<file path="config.mk">
export PLATFORM = sky130hd
export DESIGN_NAME = oam_dma_controller_flat
export DESIGN_NICKNAME = d
export VERILOG_FILES = /design/src/rtl/gb_bus_pkg.sv /design/src/rtl/oam_dma_controller_if.sv /design/src/rtl/dma_mcycle_timer.sv /design/src/rtl/oam_dma_controller.sv /design/src/flat_wrapper.sv
export SDC_FILE = /design/constraint.sdc
export NUM_CORES = 1
export LEC_CHECK = 0
export ABC_CLOCK_PERIOD_IN_PS = 2750
export CAP_MARGIN = 10
export CORE_ASPECT_RATIO = 1.1
export CORE_MARGIN = 3
export CORE_UTILIZATION = 45
export DETAILED_ROUTE_END_ITERATION = 8
export PLACE_DENSITY = 0.8
export SLEW_MARGIN = 20
export SYNTH_ARGS = -nofsm -noshare
export SYNTH_HDL_FRONTEND = slang
export SYNTH_SLANG_ARGS = --single-unit
</file>
<file path="constraint.sdc">
create_clock -name i_Clk -period 2.75 [get_ports i_Clk]
set_clock_uncertainty 0.05 [all_clocks]
set_input_delay 0.55 -clock i_Clk [delete_from_list [all_inputs] [get_ports i_Clk]]
set_output_delay 0.55 -clock i_Clk [all_outputs]
set_load 0.01 [all_outputs]
</file>
<file path="src/rtl/gb_bus_pkg.sv">
// gb_bus_pkg: shared Game Boy bus constants, DMA state encoding and the echo-RAM source remap.
package gb_bus_pkg;
  localparam logic [15:0] DMA_REG_ADDR   = 16'hFF46;
  localparam logic [7:0]  OAM_BASE_HI    = 8'hFE;
  localparam logic [15:0] HIGH_PAGE_BASE = 16'hFF00;
  localparam logic [7:0]  OPEN_BUS       = 8'hFF;
  typedef enum logic [1:0] {IDLE, START, XFER} dma_state_t;
  function automatic logic [7:0] echo_remap(input logic [7:0] hi);
    return (hi >= 8'hE0) ? hi - 8'h20 : hi;
  endfunction
endpackage

</file>
<file path="src/rtl/oam_dma_controller_if.sv">
// oam_dma_controller_if: CPU-side and memory-map-side bus signals around the OAM DMA controller.
interface oam_dma_controller_if;
  logic [15:0] i_CPU_Address;
  logic        i_CPU_Read;
  logic        i_CPU_Write;
  logic [7:0]  i_CPU_Data;
  logic [7:0]  o_CPU_Data;
  logic [7:0]  i_Mem_Data;
  logic [15:0] o_Mem_Address;
  logic        o_Mem_Read;
  logic        o_Mem_Write;
  logic [7:0]  o_Mem_Data;
  logic        o_DMA_Active;
  logic        o_CPU_Blocked;
  modport slave (
    input  i_CPU_Address, i_CPU_Read, i_CPU_Write, i_CPU_Data, i_Mem_Data,
    output o_CPU_Data, o_Mem_Address, o_Mem_Read, o_Mem_Write, o_Mem_Data, o_DMA_Active, o_CPU_Blocked
  );
  modport master (
    output i_CPU_Address, i_CPU_Read, i_CPU_Write, i_CPU_Data, i_Mem_Data,
    input  o_CPU_Data, o_Mem_Address, o_Mem_Read, o_Mem_Write, o_Mem_Data, o_DMA_Active, o_CPU_Blocked
  );
endinterface

</file>
<file path="src/rtl/dma_mcycle_timer.sv">
// dma_mcycle_timer: T-cycle phase and byte index counters for the OAM DMA, with stall and end-of-copy flag.
module dma_mcycle_timer #(
  parameter int DMA_LENGTH = 160
) (
  input  logic       i_Clk,
  input  logic       i_Rst,
  input  logic       i_Enable,
  input  logic       i_Clear,
  input  logic       i_Run,
  input  logic       i_Stall,
  output logic [1:0] o_Phase,
  output logic [7:0] o_Index,
  output logic       o_Mcycle_End,
  output logic       o_Last
);
  logic [1:0] r_phase;
  logic [7:0] r_index;
  always_ff @(posedge i_Clk or posedge i_Rst) begin
    if (i_Rst) begin
      r_phase <= '0;
      r_index <= '0;
    end else if (i_Enable) begin
      if (i_Clear) begin
        r_phase <= '0;
        r_index <= '0;
      end else if (i_Run && !i_Stall) begin
        r_phase <= r_phase + 2'd1;
        if (r_phase == 2'd3) r_index <= r_index + 8'd1;
      end
    end
  end
  assign o_Phase      = r_phase;
  assign o_Index      = r_index;
  assign o_Mcycle_End = i_Run & ~i_Stall & (r_phase == 2'd3);
  assign o_Last       = o_Mcycle_End & (r_index == 8'(DMA_LENGTH - 1));
endmodule

</file>
<file path="src/rtl/oam_dma_controller.sv">
// oam_dma_controller: Game Boy OAM DMA sequencer and CPU/DMA bus arbiter.
// Define OAM_DMA_ECHO_REMAP_EN to fold echo-RAM source pages (E0-FF) down to WRAM.
module oam_dma_controller
  import gb_bus_pkg::*;
#(
  parameter int DMA_LENGTH    = 160,
  parameter int START_DELAY_M = 1
) (
  input logic                  i_Clk,
  input logic                  i_Rst,
  input logic                  i_Enable,
  oam_dma_controller_if.slave  bus
);
  dma_state_t r_state;
  logic [7:0] r_src_hi, r_latch, w_src_hi, w_index;
  logic [1:0] w_phase;
  logic       w_mcycle_end, w_last, w_cpu_acc, w_reg_hit, w_trig, w_high;
  logic       w_xfer, w_stall, w_dma_bus, w_start_done, w_blocked;
`ifdef OAM_DMA_ECHO_REMAP_EN
  assign w_src_hi = echo_remap(r_src_hi);
`else
  assign w_src_hi = r_src_hi;
`endif
  assign w_cpu_acc    = bus.i_CPU_Read | bus.i_CPU_Write;
  assign w_reg_hit    = bus.i_CPU_Address == DMA_REG_ADDR;
  assign w_trig       = bus.i_CPU_Write & w_reg_hit;
  assign w_high       = bus.i_CPU_Address >= HIGH_PAGE_BASE;
  assign w_xfer       = r_state == XFER;
  // The DMA register lives here, so a trigger write never needs the external bus and never stalls the copy
  assign w_stall      = w_xfer & w_cpu_acc & w_high & ~w_trig;
  assign w_dma_bus    = w_xfer & ~w_stall;
  assign w_blocked    = w_xfer & w_cpu_acc & ~w_high;
  assign w_start_done = (r_state == START) & w_mcycle_end & (w_index == 8'(START_DELAY_M - 1));
  dma_mcycle_timer #(.DMA_LENGTH(DMA_LENGTH)) u_timer (
    .i_Clk        (i_Clk),
    .i_Rst        (i_Rst),
    .i_Enable     (i_Enable),
    .i_Clear      (w_trig | w_start_done),
    .i_Run        (r_state != IDLE),
    .i_Stall      (w_stall),
    .o_Phase      (w_phase),
    .o_Index      (w_index),
    .o_Mcycle_End (w_mcycle_end),
    .o_Last       (w_last)
  );
  always_ff @(posedge i_Clk or posedge i_Rst) begin
    if (i_Rst) begin
      r_state  <= IDLE;
      r_src_hi <= '0;
      r_latch  <= '0;
    end else if (i_Enable) begin
      if (w_trig) begin
        r_state  <= START;
        r_src_hi <= bus.i_CPU_Data;
      end else if (w_start_done) r_state <= XFER;
      else if (w_xfer && w_last) r_state <= IDLE;
      if (w_dma_bus && w_phase == 2'd1) r_latch <= bus.i_Mem_Data;
    end
  end
  assign bus.o_Mem_Address = i_Rst ? '0 : w_dma_bus ? {w_phase[1] ? OAM_BASE_HI : w_src_hi, w_index} : bus.i_CPU_Address;
  assign bus.o_Mem_Read    = ~i_Rst & (w_dma_bus ? ~w_phase[1] : bus.i_CPU_Read);
  assign bus.o_Mem_Write   = ~i_Rst & (w_dma_bus ? (w_phase == 2'd3) : bus.i_CPU_Write);
  assign bus.o_Mem_Data    = w_dma_bus ? r_latch : bus.i_CPU_Data;
  assign bus.o_DMA_Active  = w_xfer;
  assign bus.o_CPU_Blocked = w_blocked;
  assign bus.o_CPU_Data    = i_Rst ? OPEN_BUS : (bus.i_CPU_Read & w_reg_hit) ? r_src_hi : w_blocked ? OPEN_BUS : bus.i_Mem_Data;
endmodule

</file>
<file path="src/flat_wrapper.sv">
// flat-port wrapper written by rule: the top's interface ports become plain ports
module oam_dma_controller_flat import gb_bus_pkg::*;
#(
  parameter int DMA_LENGTH    = 160,
  parameter int START_DELAY_M = 1
)
  (i_Clk, i_Rst, i_Enable, bus_i_CPU_Address, bus_i_CPU_Read, bus_i_CPU_Write, bus_i_CPU_Data, bus_i_Mem_Data, bus_o_CPU_Data, bus_o_Mem_Address, bus_o_Mem_Read, bus_o_Mem_Write, bus_o_Mem_Data, bus_o_DMA_Active, bus_o_CPU_Blocked);
  oam_dma_controller_if bus_i ();
  input logic i_Clk;
  input logic i_Rst;
  input logic i_Enable;
  input wire logic [$bits(bus_i.i_CPU_Address)-1:0] bus_i_CPU_Address;
  input wire logic [$bits(bus_i.i_CPU_Read)-1:0] bus_i_CPU_Read;
  input wire logic [$bits(bus_i.i_CPU_Write)-1:0] bus_i_CPU_Write;
  input wire logic [$bits(bus_i.i_CPU_Data)-1:0] bus_i_CPU_Data;
  input wire logic [$bits(bus_i.i_Mem_Data)-1:0] bus_i_Mem_Data;
  output wire logic [$bits(bus_i.o_CPU_Data)-1:0] bus_o_CPU_Data;
  output wire logic [$bits(bus_i.o_Mem_Address)-1:0] bus_o_Mem_Address;
  output wire logic [$bits(bus_i.o_Mem_Read)-1:0] bus_o_Mem_Read;
  output wire logic [$bits(bus_i.o_Mem_Write)-1:0] bus_o_Mem_Write;
  output wire logic [$bits(bus_i.o_Mem_Data)-1:0] bus_o_Mem_Data;
  output wire logic [$bits(bus_i.o_DMA_Active)-1:0] bus_o_DMA_Active;
  output wire logic [$bits(bus_i.o_CPU_Blocked)-1:0] bus_o_CPU_Blocked;
  assign bus_i.i_CPU_Address = bus_i_CPU_Address;
  assign bus_i.i_CPU_Read = bus_i_CPU_Read;
  assign bus_i.i_CPU_Write = bus_i_CPU_Write;
  assign bus_i.i_CPU_Data = bus_i_CPU_Data;
  assign bus_i.i_Mem_Data = bus_i_Mem_Data;
  assign bus_o_CPU_Data = bus_i.o_CPU_Data;
  assign bus_o_Mem_Address = bus_i.o_Mem_Address;
  assign bus_o_Mem_Read = bus_i.o_Mem_Read;
  assign bus_o_Mem_Write = bus_i.o_Mem_Write;
  assign bus_o_Mem_Data = bus_i.o_Mem_Data;
  assign bus_o_DMA_Active = bus_i.o_DMA_Active;
  assign bus_o_CPU_Blocked = bus_i.o_CPU_Blocked;
  oam_dma_controller #(.DMA_LENGTH(DMA_LENGTH), .START_DELAY_M(START_DELAY_M)) u_core (.i_Clk(i_Clk), .i_Rst(i_Rst), .i_Enable(i_Enable), .bus(bus_i));
endmodule
</file>
== Word level (Yosys, flattened, before mapping) ==
Cells that the tools add are included.
Cells by class
  reduce and logical (&&, ||, !) cells: 14
  equal/unequal tests: 6
  $add $sub $neg: 2
  bitwise operators: 21
  magnitude comparators: 1
  multiplexer cells: 17
Operator list (number)
  $mux W8: 8
  $mux W16: 2
  $eq A16 B16 Y1 const B: 1
  $ge A16 B16 Y1 const B: 1
  $and A1 B1 Y1: 14
  $mux W2: 5
  $add A8 B1 Y8 const B: 1
  $eq A8 B8 Y1 const B: 1
  $logic_not A8 Y1: 1
  $reduce_and A2 Y1: 4
  $reduce_bool A2 Y1: 3
  $not A1 Y1: 5
  $eq A2 B1 Y1 const B: 2
  $eq A2 B2 Y1 const B: 2
  $logic_and A1 B1 Y1: 3
  $reduce_and A3 Y1: 1
  $reduce_bool A3 Y1: 1
  $add A2 B1 Y2 const B: 1
  $mux W1: 2
  $or A1 B1 Y1: 2
  $logic_not A1 Y1: 1
Word-level totals
  logic and storage cells: 66
  output and inout bits: 36
  bits in registers: 28
  input bits: 37

== Logic depth before layout (Yosys ltp) ==
  depth in word-level cells: 12
  depth in mapped cells: 8
  gate-level depth less buffers: 7

== Hierarchy ==
From an unflattened synthesis, not the netlist that was laid out.
Second synthesis, totals
  cells, all modules: 226
  area total of the unflattened synthesis: 2150.8 µm²
Modules (own cells, without submodules)
  oam_dma_controller: area an instance 1562.7 µm², cells each 164, instances 1, seq. area each 450.4 µm²
  dma_mcycle_timer: area an instance 588.1 µm², cells each 62, instances 1, seq. area each 250.2 µm²

== Worst setup path after synthesis ==
Ideal clock, no wire load.
  path kind: input-to-output
  start point: input bus_i_CPU_Address[4]
  end point: output bus_o_Mem_Address[13]
  cell stages on the path: 6
  data required time: 2150 ps
  slack: 160 ps
  arrival: 1990 ps
  path through: nor4b_4 > nand3_2 > a31oi_4 > buf_2 > nor2_1 > a211oi_1
Between the ends
  cells in the longest elaborated chain, start to end: 8
  elaborated cells between the ends (all ways): 10
  those cells by class: order compare: 1; eq/ne: 1; mux: 2; bitwise: 6
Ends and longest elaborated chain
  from (decl): line flat_wrapper.sv:12  | input wire logic [$bits(bus_i.i_CPU_Address)-1:0] bus_i_CPU_Address;
  parallel branches: the longest is 3 deep, another holds $ge A16 B16 Y1
  $and A1 B1 Y1 *: line oam_dma_controller.sv:30  | assign w_stall = w_xfer & w_cpu_acc & w_high & ~w_trig;
  $not A1 Y1 *: line oam_dma_controller.sv:31  | assign w_dma_bus = w_xfer & ~w_stall;
  $and A1 B1 Y1 *: line oam_dma_controller.sv:31
  $mux W16 * (2 in a row): line oam_dma_controller.sv:60  | assign bus.o_Mem_Address = i_Rst ? '0 : w_dma_bus ? {w_phase[1] ? OAM_BASE_HI : w_src_hi, w_index} : bus.i_CPU ...
  to (decl): line flat_wrapper.sv:18  | output wire logic [$bits(bus_i.o_Mem_Address)-1:0] bus_o_Mem_Address;
Every way passes the cells marked *.

== Worst setup path after layout ==
  start point: input bus_i_CPU_Address[6]
  end point: output bus_o_Mem_Data[1]
Between the ends
  cells in the longest elaborated chain, start to end: 7
  elaborated cells between the ends (all ways): 9
  those cells by class: order compare: 1; eq/ne: 1; mux: 1; bitwise: 6
Ends and longest elaborated chain
  parallel branches: the longest is 3 deep, another holds $ge A16 B16 Y1
  $and A1 B1 Y1 *: line oam_dma_controller.sv:30
  $not A1 Y1 *: line oam_dma_controller.sv:31
  $and A1 B1 Y1 *: line oam_dma_controller.sv:31
  $mux W8 *: line oam_dma_controller.sv:63  | assign bus.o_Mem_Data = w_dma_bus ? r_latch : bus.i_CPU_Data;
  to (decl): line flat_wrapper.sv:21  | output wire logic [$bits(bus_i.o_Mem_Data)-1:0] bus_o_Mem_Data;
Marked as above.

==> results.yml <==
synth:
  syn_area_sq_um: 2054
  synth_cell_type_count: 42
  synthFlopType: "dfrtp_1"
  synth.ff_latch_count: 28
  ys_seq_area_frac: 0.3410
  synth_nets: 261
  synth_async_sr_flop_share: 1.000
  syn_inst: 220
  synth_area_per_cell_sq_um: 9.339
  synth_edf_count: 0
  ys_warn_count: 0
route:
  drt_wl_total_um: 7079
  firstDrtPassIters: 5
  antenna_left: 0
  wire_per_inst_um: 18.15
  drt_iter0_markers: 139
  drc_errors: 0
  vias: 2271
  routed_via_density: 5.823
power:
  power_w: 0.001604
  vdd_drop_max_mv: 0.3727
  power.density_nw_per_um2: 499.0
  p_leak_nw: 1.606
run_status:
  status: "finished clean"
placement:
  dpl_cell_area_sq_um: 3107
  io_buffers: 72
  dp_hpwl_um: 4952
  gp_congestion: 0.8456
finish:
  antennaDiodeCount: 0
  fin_area_sq_um: 3214
  drive_gt1_frac: 0.4048
  nNetsFinal: 379
  final_util: 0.7393
  area_growth_pct: 56.46
  mostFrequentLayoutCell: "buf_4"
  final_cell_mix: "buf_4, nor2_1, dfrtp_1"
die:
  start_util: 0.4725
  ios: 73
  die_x_um: 70.43
  die-area_sq_um: 5413
  placementRows: 25
  die_y_um: 76.87
  core_sq_um: 4348
clock_network:
  cts_buffer_depth: 2
  cts_sinks: 28
  clkTransAtPathRegs_ns: 0.09
  numCtsBuffers: 3
  htreeDepth: 1
  root_buffer: "clkbuf_8"
  clock_latency_ns: 0.28
  cts_tree: "yes"
worst_hold_path:
  hold_path.class: "reg -> reg"
critical_path:
  crit_arrival_ns: 2.13
  cpMaxStageDelayCell: "mux2_4"
  worstPathRequired_ns: 2.15
  crit_path_start_kind: "primary input"
  critical_path.max_stage_delay_ns: 0.30
  path_cells: "clkdlybuf4s15_1, and4bb_2, nand3_4, a31oi_4, buf_12, buf_12, buf_8, mux2_4, buf_6"
  cp_max_fo: 7
  cp-end-kind: "output pin"
  crit_top_cell: "buf_12"
  critPathKind: "in -> out"
global_routing:
  grt_pass1_wl_um: 11530
  globalRouteOverflowTotal: 0
  grt_pass1_vias: 2371
  grt_max_degree: 22
  antenna_found_initial: 0
  grt_usage: 0.2627
sta:
  period_needed_ns: 2.734
  rsz0062_at_grt: "yes"
  worst_pin_slew_ns: 0.5199
  slew_headroom: 0.6534
  finalMaxSlewViolations: 0
  period_share: 0.9941
  hold_viol: 0
  final-setup-viol-count: 0
  tns_ns: 0
  clock.fmax_mhz: 365.8
flow_run:
  maxCapViolations: 0
-- report_power, final --
group / switching (W) / internal (W)
clock network: 0.000132 / 0.0000986
registers: 0.0000987 / 0.000508
logic: 0.000331 / 0.000436
-- Yosys cell counts (4+ instances only) --
cell      instances  share of area
nor2_1           37          0.068
dfrtp_1          28           0.34
mux2_2           16          0.088
o21ai_0          16          0.039
mux2i_1          10          0.049
nor3_1           10          0.024
inv_1             9          0.016
a211oi_1          8          0.029
mux2_1            8          0.044
and3_1            7          0.021
a22o_1            6          0.026
nand4_1           6          0.018
nand2_1           5         0.0091
nand3_1           5          0.012
nor2b_1           5          0.015
and4_1            4          0.017
buf_4             4          0.015
clkbuf_1          4         0.0073
ha_1              4          0.024
o22ai_1           4          0.012
-- flip-flops by register name, indices dropped and copies added (netlist names) --
register and cells:
u_core.u_timer.o_Phase 2, u_core.r_latch 8, u_core.r_state 2, u_core.u_timer.o_Index 8, u_core.r_src_hi 8
-- kinds of logic (layout without fill, tap and decap cells) --
kind of cell | count (synthesis) | count (layout) | share of synthesized area
simple gates | 88 | 88 | 0.2296
compound gates | 45 | 45 | 0.1687
mux | 35 | 35 | 0.1876
flops | 28 | 28 | 0.3410
buf+inv | 20 | 136 | 0.04872
fa+ha+maj | 4 | 4 | 0.02436
-- routing by layer --
metal / global-route usage / wire [um] / vias to the layer above
li1: - / - / 1044
met1: 0.3369 / 2894 / 1101
met2: 0.4616 / 3603 / 104
met3: 0.02490 / 415 / 22
met4: 0.08046 / 165 / 0
met5: 0 / 0 / -
-- timing repair --
action	CTS	global route
cloned	2	0
resized for setup	160	59
buffers inserted	11	2
pin swaps	13	13
endpoints found under the setup margin	35	35
hold buffers	0	0
-- final cells by class --
class	count	area, sq um
multi-input combinational	172	1339
fill	318	1134
timing repair buffer	124	1032
sequential	28	700.7
tap	54	67.56
clock buffer	3	41.29
inverter	9	33.78
-- final timing paths --
check                                     start                         to  slack, ns  depth (start not counted)
max                        bus_i_CPU_Address[6]          bus_o_Mem_Data[1]       0.02                          9
min                           u_core.r_latch[2]          u_core.r_latch[2]       0.44                          1
max reg2reg                   u_core.r_state[0]  u_core.u_timer.o_Index[0]       0.52                          7
min reg2reg                   u_core.r_latch[2]          u_core.r_latch[2]       0.44                          1
max in group asynchronous                 i_Rst          u_core.r_latch[0]       1.82                          3
min in group asynchronous                 i_Rst          u_core.r_latch[1]       0.62                          3
-- stage by stage --
stage / cells / worst slack [ns] / hold slack (ns)
2_1_floorplan: 220 / 0.1600 / 0.4022
3_3_place_gp: 374 / -0.6069 / 0.4141
3_5_place_dp: 374 / -0.6521 / 0.4184
4_1_cts: 390 / 0.002865 / 0.4468
5_1_grt: 390 / -0.03211 / 0.4615
6_report: 390 / 0.01614 / 0.4412
-- worst max-delay path, delay by kind of cell --
kind                   cells  cell delay, ns
AND/OR/NAND/NOR            2            0.37
AO/OA/AOI/OAI              1            0.24
buffers and inverters      5            0.67
multiplexers               1            0.30
No activity file was read; power rests on OpenSTA's default activity.
==> RTL edit: new RTL, same settings <==
Re-encode `dma_state_t` (3 states) as one-hot, 3 bits wide.
--- a/src/rtl/gb_bus_pkg.sv
+++ b/src/rtl/gb_bus_pkg.sv
@@ -6,3 +6,3 @@
   localparam logic [7:0]  OPEN_BUS       = 8'hFF;
-  typedef enum logic [1:0] {IDLE, START, XFER} dma_state_t;
+  typedef enum logic [2:0] {IDLE = 3'b001, START = 3'b010, XFER = 3'b100} dma_state_t;
   function automatic logic [7:0] echo_remap(input logic [7:0] hi);
Behaviour: same outputs for any inputs over 4 cycles, from zero or initial values and one cycle with i_Rst high; so few cycles prove little.
==> RTL edit against the unedited design <==
  * Synthesized area decreased by 2.1%
  * First-iteration DRC count increased by 52%
  * Design area decreased by 0.74%
  * Wire length increased by 6.6%
  * Worst setup slack improved by 0.030 ns
  * Sequential cell count increased by 1
Power is not compared: it rests on default switching activity, and its combinational part moved more than twofold at a synthesized area within 25%.
==> RTL edit: results <==
[placement]
place.port_buffers = 72
dp.cells = 378
placed_cell_area_sq_um = 3029
dp_hpwl_mm = 4.928
place_ws_ns = -0.6547
gp_congestion = 0.8642

[global_routing]
grt_pass1_vias = 2366
grt_usage_pct = 27.99
grt_max_degree = 28
grt_pass1_wl_mm = 11.83

[clock_network]
cts_buffers = 5
htreeDepth = 2
path_clk_slew_ns = 0.06

[layout]
drive_gt1_share_pct = 39.08
fill_cells = 291
final_net_count = 388

[sta]
hold_ws_ns = 0.4623
maxSlewHeadroom_pct = 63.10

[route]
detail_route.vias_per_cell = 5.853
drtIter0Drc = 211
num_vias = 2341
wl_mm = 7.549

[synthesis]
yosysSeqAreaShare_pct = 36.13
ys_top_cells_by_area = dfrtp_1 (35%), mux2_2 (9.0%), nor2_1 (7.3%)
netlist_area_sq_um = 2012
netlist_top_cells_count = nor2_1 (39), dfrtp_1 (28), nand2_1 (27)
synth_nets = 273
synthDistinctLibCells = 41

[critical_path]
crit_end = bus_o_Mem_Data[1]
regToRegStartpoint = u_core.u_timer.o_Phase[1]$_DFFE_PP0P_
worstPathArrival_ns = 2.10
reg2reg_to = u_core.u_timer.o_Index[4]$_DFFE_PP0P_
crit_path_start = bus_i_CPU_Address[6]
reg2reg_setup_slack_ns = 0.22
path_max_fanout = 6

[status]
status = finished clean

[hold_path]
min-delay-start = u_core.r_latch[7]$_DFFE_PP0P_
holdPathEnd = u_core.r_latch[7]$_DFFE_PP0P_
==> RTL edit: area by class of cell <==
cell class                 instances  share of cell area [%]
multi-input combinational        186                   40.67
timing repair buffer             118                   30.04
sequential                        29                   22.78
clock buffer                       7                   2.706
tap                               52                   2.039
clock inverter                     1                  0.9412
inverter                           7                  0.8235
==> RTL edit: kinds of logic after synthesis <==
group | after synthesis | share of synthesized area (%)
AO/OA/AOI/OAI | 44 | 14.49
adder cells (fa/ha/maj) | 4 | 2.488
buffers and inverters | 17 | 3.358
flip-flops | 29 | 36.13
multiplexers | 26 | 13.93
AND/OR/NAND/NOR | 112 | 29.60
==> RTL edit: metal layers <==
| layer | track usage, % | wire [um] |
|---|---|---|
| met4 | 13.98 | 282 |
| met2 | 47.71 | 3795 |
| met5 | 0 | 0 |
| met1 | 32.59 | 2873 |
| met3 | 6.728 | 597 |
==> RTL edit: through the flow <==
stage / TNS, ns / util [%] / total power, uW
after CTS: -0.03694 / 78.44 / 1306
after global placement: -19.29 / 73.10 / 850.0
after detailed placement: -20.26 / 73.10 / 858.1
final: 0 / 76.99 / 1316
after floorplan: 0 / - / 675.6
after global routing: -0.009695 / 76.99 / 1388
==> RTL edit: repair_timing <==
action | 4_1_cts | 5_1_grt
hold buffers | 0 | 0
cloned | 2 | 0
buffers inserted | 10 | 2
pin swaps | 13 | 11
resized for setup | 178 | 43
setup endpoints to repair | 35 | 34
hold endpoints to repair | 0 | 0
==> RTL edit: critical path: stages <==
cell and delay, ns:
dlygate4sd2_1 0.22, and4bb_2 0.26, nand3_2 0.11, a21boi_4 0.24, buf_6 0.17, buf_12 0.12
mux2_4 0.31, buf_6 0.12
